### config.mk
export PLATFORM = sky130hd
export DESIGN_NAME = alu_op_sequencer_flat
export DESIGN_NICKNAME = d
export VERILOG_FILES = /design/src/rtl/alu_op_sequencer_if.sv /design/src/rtl/alu_op_sequencer.sv /design/src/flat_wrapper.sv
export SDC_FILE = /design/constraint.sdc
export NUM_CORES = 1
export LEC_CHECK = 0
export CORE_UTILIZATION = 41
export DETAILED_ROUTE_END_ITERATION = 6
export PLACE_DENSITY = 0.9
export SLEW_MARGIN = 20
export SYNTH_ARGS = -nofsm -noshare
export SYNTH_HDL_FRONTEND = slang
export SYNTH_SLANG_ARGS = --single-unit
### constraint.sdc
create_clock -name clk -period 2.04 [get_ports clk]
set_input_delay 0.612 -clock clk [delete_from_list [all_inputs] [get_ports clk]]
set_output_delay 0.612 -clock clk [all_outputs]
set_load 0.01 [all_outputs]
### src/rtl/alu_op_sequencer_if.sv
// ----------------------------------------------------------------------------
// alu_op_sequencer_if
// Host-side command/response bundle for alu_op_sequencer.
//   master : host / test driver (drives the command, observes the response)
//   slave  : the sequencer
// Command : cmd_valid/cmd_ready handshake plus the operation fields
//           (load, comm, mode, cin, use_carry, bsel, wb, ra, rb, rd, imm).
// Response: rsp_valid pulse, rsp_result, carry_flag, zero_flag.
// DATA_WIDTH / NUM_REGS must match the parameters of the connected sequencer.
// ----------------------------------------------------------------------------
interface alu_op_sequencer_if #(
    parameter int DATA_WIDTH = 16,
    parameter int NUM_REGS   = 8
);
    localparam int ADDR_WIDTH = $clog2(NUM_REGS);

    logic                  cmd_valid;
    logic                  cmd_ready;
    logic                  cmd_load;
    logic [3:0]            cmd_comm;
    logic                  cmd_mode;
    logic                  cmd_cin;
    logic                  cmd_use_carry;
    logic                  cmd_bsel;
    logic                  cmd_wb;
    logic [ADDR_WIDTH-1:0] cmd_ra;
    logic [ADDR_WIDTH-1:0] cmd_rb;
    logic [ADDR_WIDTH-1:0] cmd_rd;
    logic [DATA_WIDTH-1:0] cmd_imm;

    logic                  rsp_valid;
    logic [DATA_WIDTH-1:0] rsp_result;
    logic                  carry_flag;
    logic                  zero_flag;

    modport master (
        output cmd_valid, cmd_load, cmd_comm, cmd_mode, cmd_cin, cmd_use_carry,
               cmd_bsel, cmd_wb, cmd_ra, cmd_rb, cmd_rd, cmd_imm,
        input  cmd_ready, rsp_valid, rsp_result, carry_flag, zero_flag
    );

    modport slave (
        input  cmd_valid, cmd_load, cmd_comm, cmd_mode, cmd_cin, cmd_use_carry,
               cmd_bsel, cmd_wb, cmd_ra, cmd_rb, cmd_rd, cmd_imm,
        output cmd_ready, rsp_valid, rsp_result, carry_flag, zero_flag
    );
endinterface

### src/rtl/alu_op_sequencer.sv
// ----------------------------------------------------------------------------
// alu_op_sequencer
// Command-driven controller for cpu_top (register file + 74181 ALU datapath).
// One command per handshake, sequenced IDLE -> EXEC -> WB (LOAD: IDLE -> WB).
//
// Ports
//   clk, reset_n        clock; synchronous active-low reset
//   host (slave)        command handshake + response (alu_op_sequencer_if)
//   reg_write_enable,
//   reg_read_addr1/2,
//   reg_write_addr,
//   reg_write_data      register file controls to cpu_top
//   alu_comm, alu_mode,
//   alu_cin,
//   b_source_sel,
//   alu_b_imm           ALU controls to cpu_top
//   alu_result,
//   alu_cout            ALU outputs from cpu_top (combinational)
//
// Build option
//   SEQ_CARRY_CHAIN_EN  when defined, cmd_use_carry selects the stored
//                       carry flag as alu_cin (multi-word add chaining);
//                       otherwise alu_cin is always cmd_cin.
// ----------------------------------------------------------------------------
module alu_op_sequencer #(
    parameter  int DATA_WIDTH = 16,
    parameter  int NUM_REGS   = 8,
    localparam int ADDR_WIDTH = $clog2(NUM_REGS)
) (
    input  logic                  clk,
    input  logic                  reset_n,
    alu_op_sequencer_if.slave     host,
    output logic                  reg_write_enable,
    output logic [ADDR_WIDTH-1:0] reg_read_addr1,
    output logic [ADDR_WIDTH-1:0] reg_read_addr2,
    output logic [ADDR_WIDTH-1:0] reg_write_addr,
    output logic [DATA_WIDTH-1:0] reg_write_data,
    output logic [3:0]            alu_comm,
    output logic                  alu_mode,
    output logic                  alu_cin,
    output logic                  b_source_sel,
    output logic [DATA_WIDTH-1:0] alu_b_imm,
    input  logic [DATA_WIDTH-1:0] alu_result,
    input  logic                  alu_cout
);

    typedef enum logic [1:0] {IDLE, EXEC, WB} state_t;

    // cin holds the effective carry-in, resolved at acceptance so it stays
    // stable through WB even though carry_flag updates at the EXEC edge.
    typedef struct packed {
        logic                  load;
        logic [3:0]            comm;
        logic                  mode;
        logic                  cin;
        logic                  bsel;
        logic                  wb;
        logic [ADDR_WIDTH-1:0] ra;
        logic [ADDR_WIDTH-1:0] rb;
        logic [ADDR_WIDTH-1:0] rd;
        logic [DATA_WIDTH-1:0] imm;
    } cmd_t;

    state_t                state_q, state_d;
    cmd_t                  cmd_q, cmd_d;
    logic [DATA_WIDTH-1:0] result_q, result_d;
    logic                  carry_q, carry_d;
    logic                  zero_q, zero_d;
    logic                  sel_cin;
    logic                  alu_on;

`ifdef SEQ_CARRY_CHAIN_EN
    assign sel_cin = host.cmd_use_carry ? carry_q : host.cmd_cin;
`else
    logic unused_use_carry;
    assign unused_use_carry = host.cmd_use_carry;
    assign sel_cin          = host.cmd_cin;
`endif

    // ALU controls are live in EXEC and held through WB; a LOAD never uses them.
    assign alu_on = (state_q == EXEC) || (state_q == WB && !cmd_q.load);

    always_comb begin
        state_d          = state_q;
        cmd_d            = cmd_q;
        result_d         = result_q;
        carry_d          = carry_q;
        zero_d           = zero_q;
        host.cmd_ready   = 1'b0;
        host.rsp_valid   = 1'b0;
        reg_write_enable = 1'b0;
        reg_write_addr   = '0;
        reg_write_data   = '0;
        reg_read_addr1   = '0;
        reg_read_addr2   = '0;
        alu_comm         = '0;
        alu_mode         = 1'b0;
        alu_cin          = 1'b0;
        b_source_sel     = 1'b0;
        alu_b_imm        = '0;

        if (alu_on) begin
            reg_read_addr1 = cmd_q.ra;
            reg_read_addr2 = cmd_q.rb;
            alu_comm       = cmd_q.comm;
            alu_mode       = cmd_q.mode;
            alu_cin        = cmd_q.cin;
            b_source_sel   = cmd_q.bsel;
            alu_b_imm      = cmd_q.imm;
        end

        case (state_q)
            IDLE: begin
                // Held low while reset is asserted so nothing is offered
                // until the first cycle after release.
                host.cmd_ready = reset_n;
                if (host.cmd_valid && reset_n) begin
                    cmd_d.load = host.cmd_load;
                    cmd_d.comm = host.cmd_comm;
                    cmd_d.mode = host.cmd_mode;
                    cmd_d.cin  = sel_cin;
                    cmd_d.bsel = host.cmd_bsel;
                    cmd_d.wb   = host.cmd_wb;
                    cmd_d.ra   = host.cmd_ra;
                    cmd_d.rb   = host.cmd_rb;
                    cmd_d.rd   = host.cmd_rd;
                    cmd_d.imm  = host.cmd_imm;
                    if (host.cmd_load) begin
                        // LOAD result is known now; carry flag is left alone.
                        result_d = host.cmd_imm;
                        zero_d   = (host.cmd_imm == '0);
                        state_d  = WB;
                    end else begin
                        state_d  = EXEC;
                    end
                end
            end
            EXEC: begin
                result_d = alu_result;
                carry_d  = alu_cout;
                zero_d   = (alu_result == '0);
                state_d  = WB;
            end
            WB: begin
                // Gated by reset_n so a reset landing on WB drops the write.
                reg_write_enable = (cmd_q.wb || cmd_q.load) && reset_n;
                reg_write_addr   = cmd_q.rd;
                reg_write_data   = result_q;
                host.rsp_valid   = reset_n;
                state_d          = IDLE;
            end
            default: state_d = IDLE;
        endcase
    end

    always_ff @(posedge clk) begin
        if (!reset_n) begin
            state_q  <= IDLE;
            cmd_q    <= '0;
            result_q <= '0;
            carry_q  <= 1'b0;
            zero_q   <= 1'b0;
        end else begin
            state_q  <= state_d;
            cmd_q    <= cmd_d;
            result_q <= result_d;
            carry_q  <= carry_d;
            zero_q   <= zero_d;
        end
    end

    assign host.rsp_result = result_q;
    assign host.carry_flag = carry_q;
    assign host.zero_flag  = zero_q;

endmodule
### src/flat_wrapper.sv
// flat-port wrapper written by rule: the top's interface ports become plain ports
module alu_op_sequencer_flat 
#(
    parameter  int DATA_WIDTH = 16,
    parameter  int NUM_REGS   = 8,
    localparam int ADDR_WIDTH = $clog2(NUM_REGS)
)
  (clk, reset_n, reg_write_enable, reg_read_addr1, reg_read_addr2, reg_write_addr, reg_write_data, alu_comm, alu_mode, alu_cin, b_source_sel, alu_b_imm, alu_result, alu_cout, host_cmd_valid, host_cmd_load, host_cmd_comm, host_cmd_mode, host_cmd_cin, host_cmd_use_carry, host_cmd_bsel, host_cmd_wb, host_cmd_ra, host_cmd_rb, host_cmd_rd, host_cmd_imm, host_cmd_ready, host_rsp_valid, host_rsp_result, host_carry_flag, host_zero_flag);
  alu_op_sequencer_if #(.DATA_WIDTH(DATA_WIDTH), .NUM_REGS(NUM_REGS)) host_i ();
  input  logic clk;
  input  logic reset_n;
  output logic reg_write_enable;
  output logic [ADDR_WIDTH-1:0] reg_read_addr1;
  output logic [ADDR_WIDTH-1:0] reg_read_addr2;
  output logic [ADDR_WIDTH-1:0] reg_write_addr;
  output logic [DATA_WIDTH-1:0] reg_write_data;
  output logic [3:0] alu_comm;
  output logic alu_mode;
  output logic alu_cin;
  output logic b_source_sel;
  output logic [DATA_WIDTH-1:0] alu_b_imm;
  input  logic [DATA_WIDTH-1:0] alu_result;
  input  logic alu_cout;
  input wire logic [$bits(host_i.cmd_valid)-1:0] host_cmd_valid;
  input wire logic [$bits(host_i.cmd_load)-1:0] host_cmd_load;
  input wire logic [$bits(host_i.cmd_comm)-1:0] host_cmd_comm;
  input wire logic [$bits(host_i.cmd_mode)-1:0] host_cmd_mode;
  input wire logic [$bits(host_i.cmd_cin)-1:0] host_cmd_cin;
  input wire logic [$bits(host_i.cmd_use_carry)-1:0] host_cmd_use_carry;
  input wire logic [$bits(host_i.cmd_bsel)-1:0] host_cmd_bsel;
  input wire logic [$bits(host_i.cmd_wb)-1:0] host_cmd_wb;
  input wire logic [$bits(host_i.cmd_ra)-1:0] host_cmd_ra;
  input wire logic [$bits(host_i.cmd_rb)-1:0] host_cmd_rb;
  input wire logic [$bits(host_i.cmd_rd)-1:0] host_cmd_rd;
  input wire logic [$bits(host_i.cmd_imm)-1:0] host_cmd_imm;
  output wire logic [$bits(host_i.cmd_ready)-1:0] host_cmd_ready;
  output wire logic [$bits(host_i.rsp_valid)-1:0] host_rsp_valid;
  output wire logic [$bits(host_i.rsp_result)-1:0] host_rsp_result;
  output wire logic [$bits(host_i.carry_flag)-1:0] host_carry_flag;
  output wire logic [$bits(host_i.zero_flag)-1:0] host_zero_flag;
  assign host_i.cmd_valid = host_cmd_valid;
  assign host_i.cmd_load = host_cmd_load;
  assign host_i.cmd_comm = host_cmd_comm;
  assign host_i.cmd_mode = host_cmd_mode;
  assign host_i.cmd_cin = host_cmd_cin;
  assign host_i.cmd_use_carry = host_cmd_use_carry;
  assign host_i.cmd_bsel = host_cmd_bsel;
  assign host_i.cmd_wb = host_cmd_wb;
  assign host_i.cmd_ra = host_cmd_ra;
  assign host_i.cmd_rb = host_cmd_rb;
  assign host_i.cmd_rd = host_cmd_rd;
  assign host_i.cmd_imm = host_cmd_imm;
  assign host_cmd_ready = host_i.cmd_ready;
  assign host_rsp_valid = host_i.rsp_valid;
  assign host_rsp_result = host_i.rsp_result;
  assign host_carry_flag = host_i.carry_flag;
  assign host_zero_flag = host_i.zero_flag;
  alu_op_sequencer #(.DATA_WIDTH(DATA_WIDTH), .NUM_REGS(NUM_REGS)) u_core (.clk(clk), .reset_n(reset_n), .host(host_i), .reg_write_enable(reg_write_enable), .reg_read_addr1(reg_read_addr1), .reg_read_addr2(reg_read_addr2), .reg_write_addr(reg_write_addr), .reg_write_data(reg_write_data), .alu_comm(alu_comm), .alu_mode(alu_mode), .alu_cin(alu_cin), .b_source_sel(b_source_sel), .alu_b_imm(alu_b_imm), .alu_result(alu_result), .alu_cout(alu_cout));
endmodule
==> impl_metrics.toml, run 1 <==
[cts]
clock_latency_ns = 0.31
clock_path_buffers = 2
root_buffer = "clkbuf_8"
cts_buffers = 5
holdBufCountCts = 0
clkTransAtPathRegs_ns = 0.10
tritoncts = "yes"
cts.htree.levels = 2
numClockSinks = 54

[synth]
ys_ff_latch = 54
syn_area_per_cell_sq_um = 8.51
syn_nets = 359
synth_area_leaders = "dfxtp_1 (42%), nand2_1 (12%), and2_1 (12%)"
synth_cell_types = 26
synth_cells = 304
synth_top_area_cell = "dfxtp_1"
seq_area_frac_synth_pct = 41.8
ys_warn_count = 0
synth_top_area_share_pct = 41.8
netlist_area_sq_um = 2590

[run_status]
violations = "setup timing"
run_status = "finished, violations left"

[hold_path]
hp-start = "u_core.cmd_q[21]$_SDFFE_PN0P_"
hold_depth = 2
worstHoldEndpoint = "u_core.cmd_q[21]$_SDFFE_PN0P_"
min_path_type = "flip-flop to flip-flop"

[power]
power_density_nw_per_um2 = 606
leakage_nw = 1.89
max-vdd-ir-drop_uv = 340

[sta]
rsz0062_at_grt = "yes"
worst_slack_ns = -0.156
finalCritPeriodShare_pct = 108
finalClockSkew_ns = 0.00642
fin_crit_ns = 2.20
relSlewSlack_pct = 71.7
drv_slew = 0
setup_viol = 24
tightest_slew_ns = 0.420
finalHoldViolations = 0
fmax_mhz = 455

[global_routing]
grt_pass1_vias = 2384
gr-total-overflow = 0
grt_max_degree = 41
grt_pass1_wl_microns = 11300
grt_util_all_layers_pct = 22.7
antenna_found_initial = 0

[placed_design]
dp_slack_ns = -0.129
gp_congestion = 0.730
placed_area_sq_um = 3940
port_buffers = 122
hpwl_microns = 5220
placed_cells = 497

[cells_and_area]
fin_util_pct = 68.8
finalNonFillerCells = 518
fin_nets = 497
diodes = 0
postLayoutCellArea_sq_um = 4120
synthToLayoutAreaGrowth_pct = 59.2
nFillCells = 489
drive_gt1_share_pct = 25.3
multiInputGateArea_sq_um = 1420
area.sequential_sq_um = 1080

[critical_path]
crit_type = "flip-flop to output port"
arrival_ns = 1.58
reg2reg_slack_ns = 0.52
cp-end-kind = "output port"
reg2reg_depth = 7
start_kind = "flip-flop"
reg2reg_from = "u_core.state_q[1]$_SDFFE_PN0P_"
r2r-end = "u_core.cmd_q[28]$_SDFFE_PN0P_"
critical_path.max_fanout = 4
crit_required_ns = 1.43

[die]
core_area_sq_um = 5990
pin_count = 124
start_util_pct = 43.2
die_y_microns = 81.4
die_width_microns = 81.4
num_rows = 28
die_area_sq_um = 6630

[routing]
viasPerCell = 4.96
vias = 2568
wire_per_inst_microns = 14.5
drtIter0Drc = 52
drtPass1Iterations = 4
route.detailed.drc = 0
ant_nets = 0
routed_wl_microns = 7510

[flow_run]
drv_cap = 0
cell type report:
type,count,share of cell area (%)
repair buffers,154,33.5
clock buffers,5,1.67
multi-input cells,226,34.5
well taps,75,2.28
inverters,1,0.0911
flip-flops and latches,54,26.3
clock inverters,3,1.67
cell families after synthesis:
kind of cell / synth area share, %
AOI/OAI and AO/OA: 17.3
buffers and inverters: 5.13
DFF: 41.8
muxes: 6.58
and+or+nand+nor: 29.2
worst max-delay path, cell delays in order, from the launching register on:
cell and delay [ns]:
dfxtp_2 0.33, nor2b_4 0.14, buf_12 0.12, buf_6 0.11, buf_6 0.11, buf_6 0.11, buf_6 0.10, and2_4 0.14
buf_6 0.12
repair_timing:
item	4_1_cts	5_1_grt
pin swaps	1	2
setup endpoints to repair	51	51
setup buffers	10	4
cloned	1	0
resized for setup	206	41
per-layer routing:
metal,track usage [%],wire (microns)
met1,25.7,3080
met3,5.00,482
met4,4.82,54
met2,42.8,3890
met5,0,0
layout by cell type, fill, tap and decap left out, drive strengths merged:
| cell | n |
|---|---|
| nand2 | 85 |
| or4 | 1 |
| o21ai | 1 |
| clkbuf | 8 |
| and3 | 1 |
| nand3 | 1 |
| o21a | 1 |
| clkdlybuf4s15 | 2 |
| dfxtp | 54 |
| a21boi | 34 |
| a21o | 1 |
| o211a | 16 |
| bufinv | 2 |
| nor2 | 3 |
| nor4 | 7 |
| and2 | 50 |
| nand4 | 1 |
| clkinv | 1 |
| nor3b | 2 |
| clkdlybuf4s50 | 70 |
| mux2i | 17 |
| a31oi | 2 |
| inv | 1 |
| buf | 79 |
| nor2b | 3 |
cell usage after synthesis:
| cell type | n |
|---|---|
| mux2i_1 | 17 |
| inv_1 | 1 |
| nor2b_1 | 2 |
| o211a_1 | 16 |
| nor2b_2 | 1 |
| clkbuf_1 | 7 |
| and3_1 | 1 |
| nor2_2 | 1 |
| and2_1 | 50 |
| a21o_1 | 1 |
| dfxtp_1 | 54 |
| a31oi_1 | 2 |
| buf_4 | 4 |
| nor3b_2 | 1 |
| nand4_1 | 1 |
| nand2_1 | 85 |
| buf_2 | 10 |
| o21ai_0 | 1 |
| buf_6 | 2 |
| nor3b_1 | 1 |
| nor4_1 | 7 |
| a21boi_1 | 34 |
| nand3_1 | 1 |
| or4_1 | 1 |
| nor2_1 | 2 |
| o21a_1 | 1 |
registers in the layout (all words and copies together), names as in the netlist:
register                cells
u_core.state_q              2
u_core.host.rsp_result     16
u_core.host.carry_flag      1
u_core.cmd_q               34
u_core.host.zero_flag       1
worst max path at each step:
stage / start / endpoint / slack [ns]
global route: u_core.state_q[1]$_SDFFE_PN0P_ / alu_b_imm[4] / -0.21
detailed placement: u_core.state_q[1]$_SDFFE_PN0P_ / alu_comm[0] / -0.13
finish: u_core.state_q[1]$_SDFFE_PN0P_ / reg_write_data[12] / -0.16
global placement: u_core.state_q[1]$_SDFFE_PN0P_ / alu_b_imm[15] / -0.10
CTS: u_core.state_q[1]$_SDFFE_PN0P_ / reg_write_enable / -0.15
floorplan: u_core.state_q[1]$_SDFFE_PN0P_ / alu_b_imm[10] / 0.24
where the power goes:
part	switching [mW]	total, mW	internal (mW)
clock network	0.356	0.848	0.492
logic	0.208	0.493	0.286
registers	0.0388	1.15	1.12
metrics by stage:
step	total power [mW]	setup TNS, ns	hold slack [ns]
3_3_place_gp	1.63	-2.80	0.436
6_report	2.50	-2.50	0.453
5_1_grt	2.61	-4.62	0.464
2_1_floorplan	1.37	0	0.430
3_5_place_dp	1.64	-3.73	0.442
4_1_cts	2.50	-2.90	0.456
Note: power is estimated with default switching activity, not from simulation.
==> run 2, diff against run 1 <==
- CAP_MARGIN: default -> 20
- CORE_UTILIZATION: 41 -> 37
- CTS_BUF_LIST: default -> sky130_fd_sc_hd__clkbuf_16
- PLACE_DENSITY: 0.9 -> 0.86
- clock period: 2.04 -> 1.92 ns (I/O delays scaled with it)
==> run 2 against run 1 <==
Net effect:
- the run still ends with setup timing left
- register-to-register slack worse by 0.17 ns
- total power up 5.5%
- critical path depth down 1
- sequential power up 7%
- non-clock buffer count unchanged
- flip-flop and latch count unchanged
- global-route usage down 2.5 points
- sequential share of layout area down 0.69 points
- count of clock-buffer cells in the layout unchanged
- final cell count up 0.97%
- highest routed layer unchanged
==> impl_metrics.toml, run 2 (synthesis results as in run 1) <==
[sta]
drv_slew = 0
fmax_mhz = 484
finalClockSkew_ns = 0.00387
setup_viol = 43
finalCritPeriodShare_pct = 108
tns_ns = -2.82
rsz0062_at_grt = "yes"
fin_crit_ns = 2.07
worst_slack_ns = -0.145
tightest_slew_ns = 0.394
relSlewSlack_pct = 73.5
finalHoldViolations = 0

[power]
power_density_nw_per_um2 = 623
max-vdd-ir-drop_uv = 374
leakage_nw = 1.93
total_power_mw = 2.63

[die]
num_rows = 30
die_area_sq_um = 7330
die_width_microns = 85.6
pin_count = 124
start_util_pct = 38.3
core_area_sq_um = 6760
die_y_microns = 85.6

[routing]
wire_per_inst_microns = 15.0
vias = 2557
ant_nets = 0
drtPass1Iterations = 4
routed_wl_microns = 7850
route.detailed.drc = 0
viasPerCell = 4.89
drtIter0Drc = 95

[cts]
root_buffer = "clkbuf_16"
cts.htree.levels = 2
cts_buffers = 5
numClockSinks = 54
clkTransAtPathRegs_ns = 0.07
tritoncts = "yes"
clock_path_buffers = 2
clock_latency_ns = 0.29
holdBufCountCts = 0

[cells_and_area]
fin_util_pct = 62.6
diodes = 0
fin_nets = 497
layout_common_cells = "nand2_1 (85), clkdlybuf4s50_1 (70), dfxtp_1 (52), a21boi_1 (34), buf_2 (31)"
synthToLayoutAreaGrowth_pct = 63.5
largest_reg_flops = 34
regMostFlops = "u_core.cmd_q"
nFillCells = 614
final_common_cell = "nand2_1"
drive_gt1_share_pct = 26.6

[critical_path]
arrival_ns = 1.49
crit_type = "flip-flop to output port"
r2r-end = "u_core.host.rsp_result[10]$_SDFFE_PN0P_"
cp-end-kind = "output port"
crit_start = "u_core.state_q[1]$_SDFFE_PN0P_"
reg2reg_from = "u_core.state_q[1]$_SDFFE_PN0P_"
reg2reg_slack_ns = 0.35
start_kind = "flip-flop"
crit_required_ns = 1.34
reg2reg_depth = 7
critical_path.max_fanout = 4
worstSetupEndpoint = "alu_b_imm[3]"

[placed_design]
gp_congestion = 0.783
hpwl_microns = 5220
port_buffers = 122

[run_status]
violations = "setup timing"
run_status = "finished, violations left"

[global_routing]
grt_util_all_layers_pct = 20.1
grt_pass1_vias = 2445
gr-total-overflow = 0
grt_pass1_wl_microns = 11800
grt_max_degree = 41
antenna_found_initial = 0

[flow_run]
drv_cap = 0

[hold_path]
min_path_type = "flip-flop to flip-flop"
==> run 2: changes by cell type in the layout (fill, tap and decap cells not counted), sizes merged <==
cell	previous run	this run
clkinv	1	2
buf	79	81
bufinv	2	0
clkbuf	8	7
clkdlybuf4s15	2	1
inv	1	2
==> run 2: final cells by class <==
class	instances	area, sq um	share of cell area (%)
tap	80	100	2.37
sequential	54	1080	25.6
inverter	1	3.75	0.0887
timing repair buffer	154	1450	34.3
clock buffer	5	125	2.96
multi-input combinational	226	1460	34.4
clock inverter	3	12.5	0.296
==> run 2: critical path, stage by stage (launching register included) <==
cell     delay, ns
dfxtp_2       0.35
buf_6         0.11
nor2b_4       0.04
a21o_4        0.20
buf_6         0.13
buf_6         0.11
and2_4        0.15
buf_6         0.11
==> run 2: metrics by stage <==
step	instance area (sq um)	instances	hold WS (ns)	setup slack (ns)
finish	4230	523	0.452	-0.145
global route	4230	523	0.472	-0.177
CTS	4140	521	0.453	-0.281
detailed placement	4000	506	0.444	-0.253
global placement	4000	506	0.435	-0.241
floorplan	2590	304	0.430	0.156
==> run 2: worst min path at each step <==
stage | cells past startpoint | endpoint | slack, ns | from
floorplan | 2 | u_core.cmd_q[0]$_SDFFE_PN0P_ | 0.43 | u_core.cmd_q[0]$_SDFFE_PN0P_
global placement | 2 | u_core.cmd_q[20]$_SDFFE_PN0P_ | 0.44 | u_core.cmd_q[20]$_SDFFE_PN0P_
detailed placement | 2 | u_core.cmd_q[6]$_SDFFE_PN0P_ | 0.44 | u_core.cmd_q[6]$_SDFFE_PN0P_
CTS | 2 | u_core.cmd_q[6]$_SDFFE_PN0P_ | 0.45 | u_core.cmd_q[6]$_SDFFE_PN0P_
global route | 2 | u_core.cmd_q[29]$_SDFFE_PN0P_ | 0.47 | u_core.cmd_q[29]$_SDFFE_PN0P_
finish | 2 | u_core.cmd_q[24]$_SDFFE_PN0P_ | 0.45 | u_core.cmd_q[24]$_SDFFE_PN0P_
==> run 2: layer usage <==
layer	GRT usage, %	wire length [microns]
met2	36.2	3940
met5	0	0
met3	4.23	456
met1	25.1	3420
met4	3.33	31
==> run 2: repair_timing <==
| item | 4_1_cts | 5_1_grt |
|---|---|---|
| buffers inserted | 7 | 2 |
| endpoints found under the hold margin | 0 | 0 |
| pin swaps | 4 | 7 |
| resized for setup | 199 | 69 |
| setup endpoints to repair | 51 | 49 |
| cloned | 1 | 4 |
==> run 2: power breakdown <==
| part | total (mW) | leakage (nW) | switching [mW] | internal [mW] |
|---|---|---|---|---|
| Sequential | 1.23 | 0.443 | 0.0397 | 1.19 |
| Clock | 0.856 | 0.0724 | 0.384 | 0.472 |
| Combinational | 0.552 | 1.41 | 0.231 | 0.321 |
| Total | 2.63 | 1.93 | 0.654 | 1.98 |
